## src/rtl/csr_pkg.sv

```systemverilog
// Shared definitions for the machine-mode CSR unit: addresses, op encoding,
// and mstatus bit positions.
package csr_pkg;

  typedef enum logic [1:0] {
    CSR_NONE = 2'b00,
    CSR_RW   = 2'b01,
    CSR_RS   = 2'b10,
    CSR_RC   = 2'b11
  } csr_op_t;

  // Read/write machine CSRs
  localparam logic [11:0] CSR_MSTATUS   = 12'h300;
  localparam logic [11:0] CSR_MTVEC     = 12'h305;
  localparam logic [11:0] CSR_MSCRATCH  = 12'h340;
  localparam logic [11:0] CSR_MEPC      = 12'h341;
  localparam logic [11:0] CSR_MCAUSE    = 12'h342;
  localparam logic [11:0] CSR_MTVAL     = 12'h343;
  localparam logic [11:0] CSR_MCYCLE    = 12'hB00;
  localparam logic [11:0] CSR_MINSTRET  = 12'hB02;
  localparam logic [11:0] CSR_MCYCLEH   = 12'hB80;
  localparam logic [11:0] CSR_MINSTRETH = 12'hB82;

  // Read-only CSRs
  localparam logic [11:0] CSR_MISA      = 12'h301;
  localparam logic [11:0] CSR_MVENDORID = 12'hF11;
  localparam logic [11:0] CSR_MARCHID   = 12'hF12;
  localparam logic [11:0] CSR_MIMPID    = 12'hF13;
  localparam logic [11:0] CSR_MHARTID   = 12'hF14;
  localparam logic [11:0] CSR_CYCLE     = 12'hC00;
  localparam logic [11:0] CSR_INSTRET   = 12'hC02;
  localparam logic [11:0] CSR_CYCLEH    = 12'hC80;
  localparam logic [11:0] CSR_INSTRETH  = 12'hC82;

  // mstatus fields that exist in this implementation
  localparam int MSTATUS_MIE    = 3;
  localparam int MSTATUS_MPIE   = 7;
  localparam int MSTATUS_MPP_LO = 11;
  localparam int MSTATUS_MPP_HI = 12;

endpackage

```

## src/rtl/csr_counter64.sv

```systemverilog
// 64-bit free-running counter with an increment enable and independent
// low/high 32-bit write strobes (both strobes together = full 64-bit write).
module csr_counter64 (
  input  logic        clk,
  input  logic        reset_n,
  input  logic        inc,
  input  logic        wr_lo,
  input  logic        wr_hi,
  input  logic [63:0] wdata,
  output logic [63:0] count
);

  logic [63:0] count_next;

  // A write wins over the increment; a half-write freezes the other half.
  always_comb begin
    count_next = count + 64'(inc);
    if (wr_lo || wr_hi) begin
      count_next = count;
      if (wr_lo) count_next[31:0]  = wdata[31:0];
      if (wr_hi) count_next[63:32] = wdata[63:32];
    end
  end

  // Counter register, wraps naturally at 2^64.
  always_ff @(posedge clk or negedge reset_n) begin
    if (!reset_n) count <= '0;
    else          count <= count_next;
  end

endmodule

```

## src/rtl/csr_unit.sv

```systemverilog
// Machine-mode CSR file: CSRRW/CSRRS/CSRRC access, WARL masking, trap entry,
// mret, and the cycle/instret counters. Reads are combinational and always
// return the pre-write value; all state updates land on the next rising edge.
module csr_unit
  import csr_pkg::*;
#(
  parameter int           N         = 64,
  parameter logic [N-1:0] HARTID    = '0,
  parameter logic [N-1:0] MISA      = {(N == 64) ? 2'b10 : 2'b01, {(N-11){1'b0}}, 9'h100},
  parameter logic [N-1:0] RESET_VEC = '0
) (
  input  logic         clk,
  input  logic         reset_n,
  input  logic [1:0]   csr_op,
  input  logic [11:0]  csr_addr,
  input  logic [N-1:0] csr_wdata,
  input  logic         csr_src_zero,
  output logic [N-1:0] csr_rdata,
  output logic         csr_illegal,
  input  logic         instr_retire,
  input  logic         trap_valid,
  input  logic [N-1:0] trap_cause,
  input  logic [N-1:0] trap_pc,
  input  logic [N-1:0] trap_val,
  input  logic         mret,
  output logic [N-1:0] trap_vector,
  output logic [N-1:0] epc_out,
  output logic         mie_out
);

  csr_op_t      op;
  logic         mie, mpie;
  logic [N-1:0] mtvec, mscratch, mepc, mcause, mtval;
  logic [63:0]  mcycle, minstret;
  logic [N-1:0] mstatus_rd;
  logic         addr_known, addr_ro, write_req, we;
  logic [N-1:0] wval;
  logic [63:0]  cnt_wdata;
  logic         cyc_wr_lo, cyc_wr_hi, ins_wr_lo, ins_wr_hi;

  assign op = csr_op_t'(csr_op);

  // mstatus view: only MIE/MPIE are stored, MPP is hardwired to M-mode.
  always_comb begin
    mstatus_rd = '0;
    mstatus_rd[MSTATUS_MIE]  = mie;
    mstatus_rd[MSTATUS_MPIE] = mpie;
    mstatus_rd[MSTATUS_MPP_HI:MSTATUS_MPP_LO] = 2'b11;
  end

  // Read mux and address classification (known / read-only).
  always_comb begin
    csr_rdata  = '0;
    addr_known = 1'b1;
    addr_ro    = 1'b0;
    case (csr_addr)
      CSR_MSTATUS:   csr_rdata = mstatus_rd;
      CSR_MTVEC:     csr_rdata = mtvec;
      CSR_MSCRATCH:  csr_rdata = mscratch;
      CSR_MEPC:      csr_rdata = mepc;
      CSR_MCAUSE:    csr_rdata = mcause;
      CSR_MTVAL:     csr_rdata = mtval;
      CSR_MCYCLE:    csr_rdata = N'(mcycle);
      CSR_MINSTRET:  csr_rdata = N'(minstret);
      CSR_MCYCLEH:   if (N == 32) csr_rdata = N'(mcycle[63:32]);   else addr_known = 1'b0;
      CSR_MINSTRETH: if (N == 32) csr_rdata = N'(minstret[63:32]); else addr_known = 1'b0;
      CSR_MISA:      begin csr_rdata = MISA;   addr_ro = 1'b1; end
      CSR_MVENDORID, CSR_MARCHID, CSR_MIMPID: addr_ro = 1'b1;
      CSR_MHARTID:   begin csr_rdata = HARTID; addr_ro = 1'b1; end
      CSR_CYCLE:     begin csr_rdata = N'(mcycle);   addr_ro = 1'b1; end
      CSR_INSTRET:   begin csr_rdata = N'(minstret); addr_ro = 1'b1; end
      CSR_CYCLEH: begin
        addr_ro = 1'b1;
        if (N == 32) csr_rdata = N'(mcycle[63:32]); else addr_known = 1'b0;
      end
      CSR_INSTRETH: begin
        addr_ro = 1'b1;
        if (N == 32) csr_rdata = N'(minstret[63:32]); else addr_known = 1'b0;
      end
      default:       addr_known = 1'b0;
    endcase
  end

  // RS/RC with a zero source is a pure read; RW always writes.
  assign write_req   = (op == CSR_RW) || !csr_src_zero;
  assign csr_illegal = (op != CSR_NONE) && (!addr_known || (addr_ro && write_req));
  assign we          = (op != CSR_NONE) && write_req && !csr_illegal && !trap_valid;

  // New value from the old value and the operation.
  always_comb begin
    case (op)
      CSR_RS:  wval = csr_rdata | csr_wdata;
      CSR_RC:  wval = csr_rdata & ~csr_wdata;
      default: wval = csr_wdata;
    endcase
  end

  // Counter write strobes; for N=64 the low address writes all 64 bits.
  assign cnt_wdata = (N == 64) ? 64'(wval) : {2{32'(wval)}};
  assign cyc_wr_lo = we && (csr_addr == CSR_MCYCLE);
  assign cyc_wr_hi = we && ((N == 64) ? (csr_addr == CSR_MCYCLE) : (csr_addr == CSR_MCYCLEH));
  assign ins_wr_lo = we && (csr_addr == CSR_MINSTRET);
  assign ins_wr_hi = we && ((N == 64) ? (csr_addr == CSR_MINSTRET) : (csr_addr == CSR_MINSTRETH));

  csr_counter64 u_mcycle (
    .clk     (clk),
    .reset_n (reset_n),
    .inc     (1'b1),
    .wr_lo   (cyc_wr_lo),
    .wr_hi   (cyc_wr_hi),
    .wdata   (cnt_wdata),
    .count   (mcycle)
  );

  csr_counter64 u_minstret (
    .clk     (clk),
    .reset_n (reset_n),
    .inc     (instr_retire),
    .wr_lo   (ins_wr_lo),
    .wr_hi   (ins_wr_hi),
    .wdata   (cnt_wdata),
    .count   (minstret)
  );

  // CSR state: trap entry beats mret, mret beats a software mstatus write.
  always_ff @(posedge clk or negedge reset_n) begin
    if (!reset_n) begin
      mie      <= 1'b0;
      mpie     <= 1'b0;
      mtvec    <= RESET_VEC;
      mscratch <= '0;
      mepc     <= '0;
      mcause   <= '0;
      mtval    <= '0;
    end else if (trap_valid) begin
      mepc   <= {trap_pc[N-1:2], 2'b00};
      mcause <= trap_cause;
      mtval  <= trap_val;
      mpie   <= mie;
      mie    <= 1'b0;
    end else begin
      if (we) begin
        case (csr_addr)
          CSR_MSTATUS: begin
            mie  <= wval[MSTATUS_MIE];
            mpie <= wval[MSTATUS_MPIE];
          end
          CSR_MTVEC:    mtvec    <= {wval[N-1:2], wval[1] ? 2'b00 : wval[1:0]};
          CSR_MSCRATCH: mscratch <= wval;
          CSR_MEPC:     mepc     <= {wval[N-1:2], 2'b00};
          CSR_MCAUSE:   mcause   <= wval;
          CSR_MTVAL:    mtval    <= wval;
          default: ;
        endcase
      end
      if (mret) begin
        mie  <= mpie;
        mpie <= 1'b1;
      end
    end
  end

  // Redirect target: vectored mode offsets interrupts by 4 * cause code.
  always_comb begin
    trap_vector = {mtvec[N-1:2], 2'b00};
    if (mtvec[1:0] == 2'b01 && trap_cause[N-1])
      trap_vector = {mtvec[N-1:2], 2'b00} + {trap_cause[N-3:0], 2'b00};
  end

  assign epc_out = mepc;
  assign mie_out = mie;

endmodule

```

## config.mk

```make
export PLATFORM = sky130hd
export DESIGN_NAME = csr_unit
export DESIGN_NICKNAME = d
export VERILOG_FILES = /design/src/rtl/csr_pkg.sv /design/src/rtl/csr_counter64.sv /design/src/rtl/csr_unit.sv
export SDC_FILE = /design/constraint.sdc
export NUM_CORES = 1
export LEC_CHECK = 0
export ABC_AREA = 1
export BUFFER_PORTS_ARGS = -buffer_cell sky130_fd_sc_hd__clkbuf_2
export CAP_MARGIN = 20
export CORE_MARGIN = 1.5
export CORE_UTILIZATION = 30
export CTS_CLUSTER_SIZE = 24
export DETAILED_ROUTE_END_ITERATION = 6
export PLACE_DENSITY = 0.56
export SLEW_MARGIN = 20
export SYNTH_ARGS = -nofsm -noshare
export SYNTH_HDL_FRONTEND = slang
export SYNTH_SLANG_ARGS = --single-unit
```

## constraint.sdc

```tcl
create_clock -name clk -period 2.4 [get_ports clk]
set_input_delay 0.36 -clock clk [delete_from_list [all_inputs] [get_ports clk]]
set_output_delay 0.36 -clock clk [all_outputs]
set_load 0.005 [all_outputs]
```

# Word-level counts from Yosys, hierarchy flattened
# Index checks and enable logic that the tools add are counted.
dict set report word_totals {
  in_bits 276
  ff_bits 450
}
dict set report op_classes {
  addsub 3
  eq_ne 21
  n_mux 25
  n_reduce_logical 31
  bitwise_logic 4
}
# operator n
set ops {}
lappend ops {{64-bit two-way mux} 12}
lappend ops {{64-bit case mux with 9 select lines} 1}
lappend ops {{64-bit case mux with 2 select lines} 1}
lappend ops {{12-bit equality test, second input constant} 10}
lappend ops {{12-bit by 10-bit equality test with 1-bit output, second input constant} 7}
lappend ops {{64-bit by 1-bit adder with 64-bit output} 1}
lappend ops {{64-bit by 1-bit adder with 64-bit output, second input constant} 1}
lappend ops {{64-bit adder} 1}
lappend ops {{64-bit bitwise AND} 1}
lappend ops {{64-bit inverter} 1}
lappend ops {{64-bit bitwise OR} 1}
lappend ops {{15-bit OR reduction} 1}
lappend ops {{1-bit two-way mux} 11}
lappend ops {{2-bit nonzero test} 5}
lappend ops {{9-bit OR reduction} 1}
lappend ops {{1-bit logical AND} 8}
lappend ops {{2-bit AND reduction} 4}
lappend ops {{3-bit AND reduction} 2}
lappend ops {{3-bit nonzero test} 2}
lappend ops {{2-bit by 1-bit equality test with 1-bit output, second input constant} 2}
lappend ops {{2-bit equality test, second input constant} 2}
lappend ops {{1-bit zero test} 4}
lappend ops {{2-bit OR reduction} 2}
lappend ops {{1-bit logical OR} 2}
lappend ops {{1-bit inverter} 1}

# Depth between registers and ports, before layout
dict set report logic_depth {
  depth_word 12
  depth_mapped 17
  mapped_depth_nobuf 17
}

# Cells and area by module
# A second synthesis with hierarchy kept.
dict set report unflattened {
  hier_cells 5977
  area_unflattened_um2 35704.2
}
# module area_each_um2 instances cells_each
set modules_own_cells {}
lappend modules_own_cells {csr_unit 25479.4 1 4255}
lappend modules_own_cells {csr_counter64 5112.4 2 861}

# Least setup slack after synthesis
# OpenSTA, ideal clock, no wires.
dict set report synth_timing {
  kind {input to output}
  start {input port trap_cause[0]}
  end {output port trap_vector[22]}
  required_ns 2.040
  arrival_time_ns 2.085
  setup_slack_ns -0.045
  cell_stages 13
  path_buffers 0
  cell_sequence {ha_1 -> fa_1 -> inv_1 -> o21ai_0 -> nand2_1 -> nand2_1 -> nand2_1 -> nand2_1 -> nand2_1 -> nand2_1 -> or2_2 -> nand3_1 -> o21ai_0}
}
dict set report synth_via {
  elab_chain_len 2
}
# element line_no
set synth_lines {}
lappend synth_lines {{from (decl)} csr_unit.sv:22} ;# input logic [N-1:0] trap_cause,
lappend synth_lines {{64-bit adder} csr_unit.sv:167} ;# trap_vector = {mtvec[N-1:2], 2'b00} + {trap_cause[N-3:0], 2'b00};
lappend synth_lines {{64-bit two-way mux} csr_unit.sv:166} ;# if (mtvec[1:0] == 2'b01 && trap_cause[N-1])
lappend synth_lines {{to (decl)} csr_unit.sv:26} ;# output logic [N-1:0] trap_vector,
# No other way between the ends.

# Final worst setup path
dict set report layout_timing {
  start {register mtvec[9]}
  end {output port trap_vector[24]}
}
dict set report layout_via {
  elab_chain_len 2
}
# element line_no
set layout_lines {}
lappend layout_lines {{from (decl)} csr_unit.sv:33} ;# logic [N-1:0] mtvec, mscratch, mepc, mcause, mtval;
lappend layout_lines {{from (signal assigned)} csr_unit.sv:148} ;# CSR_MTVEC: mtvec <= {wval[N-1:2], wval[1] ? 2'b00 : wval[1:0]};
lappend layout_lines {{64-bit adder} csr_unit.sv:167}
lappend layout_lines {{64-bit two-way mux} csr_unit.sv:166}
# No other way between the ends.

==> results.toml <==
[global_route]
first_global_vias = 41700
grt_pass1_wl_mm = 292
grt.total_usage_pct = 36.7
antenna_found_initial = 5
overflow = 0
grt_max_degree = 164

[finish]
area_growth_pct = 72.3
final_util_pct = 52.1
fill_cells = 10300
layout-drive-gt1-share_pct = 40.7
final_nets = 6926
final_area_um2 = 55700

[clock_network]
cts_tree = "yes"
clkLatencyLatePin_ns = 0.67
cts.clk_slew.worst_paths_ns = 0.06
clock-root-buffer = "clkbuf_16"
cts_sinks = 447
h-tree-depth = 2
cts_buffer_depth = 3
numCtsBuffers = 54

[route]
first_pass_iters = 6
via_per_inst = 5.42
vias = 43600
met2WireLength_mm = 93.8
remaining_drc_errors = 0
wl_met1_mm = 83.7
route.final.wire_length_mm = 211
wl_met3_mm = 18.8
top_layer = "met5"
wl_per_cell_um = 26.3
drt_iter0_drc = 5093
postRouteAntennaNets = 0

[logic_synthesis]
syn_inst = 5125
syn_area_um2 = 32300
synth_edf_count = 0
synth.distinct_cells = 44
ys_seq_area_share_pct = 34.6
ys_warn_count = 0
ys_seq_elements = 447
ys.flop_type = "dfrtp_1"
postSynth.asyncResetShare_pct = 100
synth_area_per_cell_um2 = 6.31

[sta]
grt_setup_unrepaired = "yes"
finalHoldViolations = 0
setup_viol = 125
slew_headroom_pct = 36.6
tightest_slew_ns = 0.951
finalCritPeriodShare_pct = 137
finalSetupTns_ns = -53.41
setup_ws_ns = -0.897
drv_slew = 0
min_period_ns = 3.30
fmax_mhz = 303
finClkSkew_ns = 0.0274

[floorplan]
core_um2 = 107000
start_util_pct = 30.2
ioPinCount = 470
fp.dieArea_um2 = 110000
dieHeight_um = 331
num_rows = 120
dieWidth_um = 331

[pwr]
powerDensity_nw_per_um2 = 403
total_leakage_power_nw = 28.0
p_total_mw = 22.4
ir_worst_vdd_uv = 553

[worst_setup_path]
slowest_stage = "dfrtp_1"
crit_required_ns = 2.04
critPathLaunchType = "flop"
worst-path-max-fanout = 4
arrival_ns = 2.94
cpPeakStageDelay_ns = 0.41
end_kind = "primary output"
crit_chain = "ha_4 > a21oi_2 > buf_4 > o21ai_4 > buf_4 > nand2_1 > nand2_2 > nand2_1 > nand3_2 > buf_6 > buf_6 > nor2_1 > o31ai_4 > clkbuf_2"
critPathKind = "flop to primary output"

[flow_run]
maxCapViolCount = 0

[hold_path]
hold_path.class = "primary input to flop"

[run_status]
status = "finished, violations left"
violations = "negative setup slack"

[place]
dp_hpwl_mm = 161
gp_congestion = 1.07
place.port_buffers = 463
placed_area_um2 = 43600
## cell type report
cell class	instances	area, um^2	share of cell area (%)
flip-flops and latches	447	11200	20.1
repair buffers	1622	14500	26.0
clock inverters	26	404	0.725
multi-input cells	4012	24500	44.0
well taps	1403	1760	3.15
inverters	448	1740	3.12
diodes	4	10.0	0.0180
clock buffers	74	1560	2.79
## critical path, delay by kind of cell, from the launching register on
kind            cells  cell delay [ns]
flops               1             0.41
buf+inv             5             0.68
simple gates        5             0.33
compound gates      3             0.55
fa+ha+maj           1             0.31
## flip-flops by register name, indices dropped and copies added (netlist names)
register          flops
u_minstret.count     64
mpie                  1
u_mcycle.count       64
mtval                64
mie_out               1
mtvec                63
epc_out              62
mscratch             64
mcause               64
## cell usage after synthesis (2+ instances only)
cell	number	area share [%]
nand4_1	46	0.89
nand2_2	5	0.097
nor3_1	74	1.1
dfrtp_1	447	35
inv_1	438	5.1
xnor2_1	43	1.2
inv_2	8	0.093
o21ai_0	256	4.0
nor2_1	549	6.4
o31ai_1	3	0.070
o21a_1	3	0.070
o21ai_1	57	0.88
nor2_4	3	0.10
a21o_1	3	0.070
ha_1	64	2.5
o21bai_1	15	0.35
a21oi_1	147	2.3
nand3b_1	38	0.88
buf_2	86	1.3
o22ai_1	2	0.039
xor2_1	92	2.5
nand3_1	774	12
buf_4	6	0.14
buf_1	17	0.20
nor3b_1	2	0.046
and2_1	2	0.039
nor4_1	6	0.12
clkinv_1	2	0.023
nand2_1	1783	21
nor2_2	15	0.29
or2_2	15	0.29
clkbuf_1	112	1.3
## final timing paths
check / start / endpoint / slack (ns) / cells past startpoint
max in group asynchronous: reset_n / epc_out[61]$_DFFE_PN0P_ / 1.20 / 4
setup / recovery: mtvec[9]$_DFFE_PN0P_ / trap_vector[24] / -0.90 / 14
hold reg to reg: mscratch[54]$_DFFE_PN0P_ / mscratch[54]$_DFFE_PN0P_ / 0.48 / 2
setup reg to reg: mtvec[44]$_DFFE_PN0P_ / mtval[44]$_DFFE_PN0P_ / 0.06 / 17
min in group asynchronous: reset_n / u_mcycle.count[35]$_DFF_PN0_ / 0.28 / 2
hold / removal: trap_cause[2] / mcause[2]$_DFFE_PN0P_ / 0.02 / 3
## timing repair
item,CTS,global route
endpoints found under the setup margin,126,152
pin swaps,276,299
gates resized for setup,1279,705
hold endpoints to repair,150,0
buffers inserted,171,69
gates cloned,16,2
hold buffers,106,0
## stage by stage
stage	hold slack, ns	cells	setup WS, ns
3_3_place_gp	0.377	7660	-1.11
4_1_cts	0.00134	7993	-0.943
6_report	0.0226	8036	-0.897
2_1_floorplan	0.0644	5128	0.0196
3_5_place_dp	0.374	7660	-1.08
5_1_grt	0.0180	8032	-0.953
## layout by cell type (no fill, tap or decap), types with 56 or more instances in the layout
| master | netlist | final |
|---|---|---|
| nor2_1 | 549 | 399 |
| a21oi_1 | 147 | 62 |
| dfrtp_1 | 447 | 431 |
| nand3_2 | 0 | 61 |
| nor2_4 | 3 | 89 |
| inv_2 | 8 | 56 |
| buf_12 | 0 | 142 |
| nor2_2 | 15 | 79 |
| nand2_4 | 0 | 187 |
| nand2_2 | 5 | 252 |
| buf_4 | 6 | 678 |
| clkbuf_2 | 0 | 385 |
| inv_1 | 438 | 374 |
| o21ai_0 | 256 | 149 |
| nand3_1 | 774 | 678 |
| dlygate4sd3_1 | 0 | 106 |
| o21ai_1 | 57 | 93 |
| nand2_1 | 1783 | 1334 |
| clkbuf_16 | 0 | 56 |
| buf_6 | 0 | 233 |
| xor2_1 | 92 | 92 |
## cells by family (layout without fill, tap and decap cells)
group,count (synthesis),after routing,synth area share [%]
compound gates,492,492,7.88
flops,447,447,34.6
fa+ha+maj,65,65,2.54
other cells,1,8,0.0116
simple gates,3316,3316,43.1
xor+xnor,135,135,3.66
buf+inv,669,2170,8.17
## routing by layer
layer	track usage, %	vias up
li1	-	19400
met1	47.5	21000
met2	57.9	2539
met3	6.47	605
met4	20.3	6
met5	0	-
## power breakdown
| part | leakage (nW) | internal, mW | switching (mW) |
|---|---|---|---|
| clock network | 0.960 | 5.44 | 3.88 |
| registers | 5.21 | 7.93 | 0.463 |
| logic | 21.8 | 2.01 | 2.72 |
(Power assumes the default switching activity.)
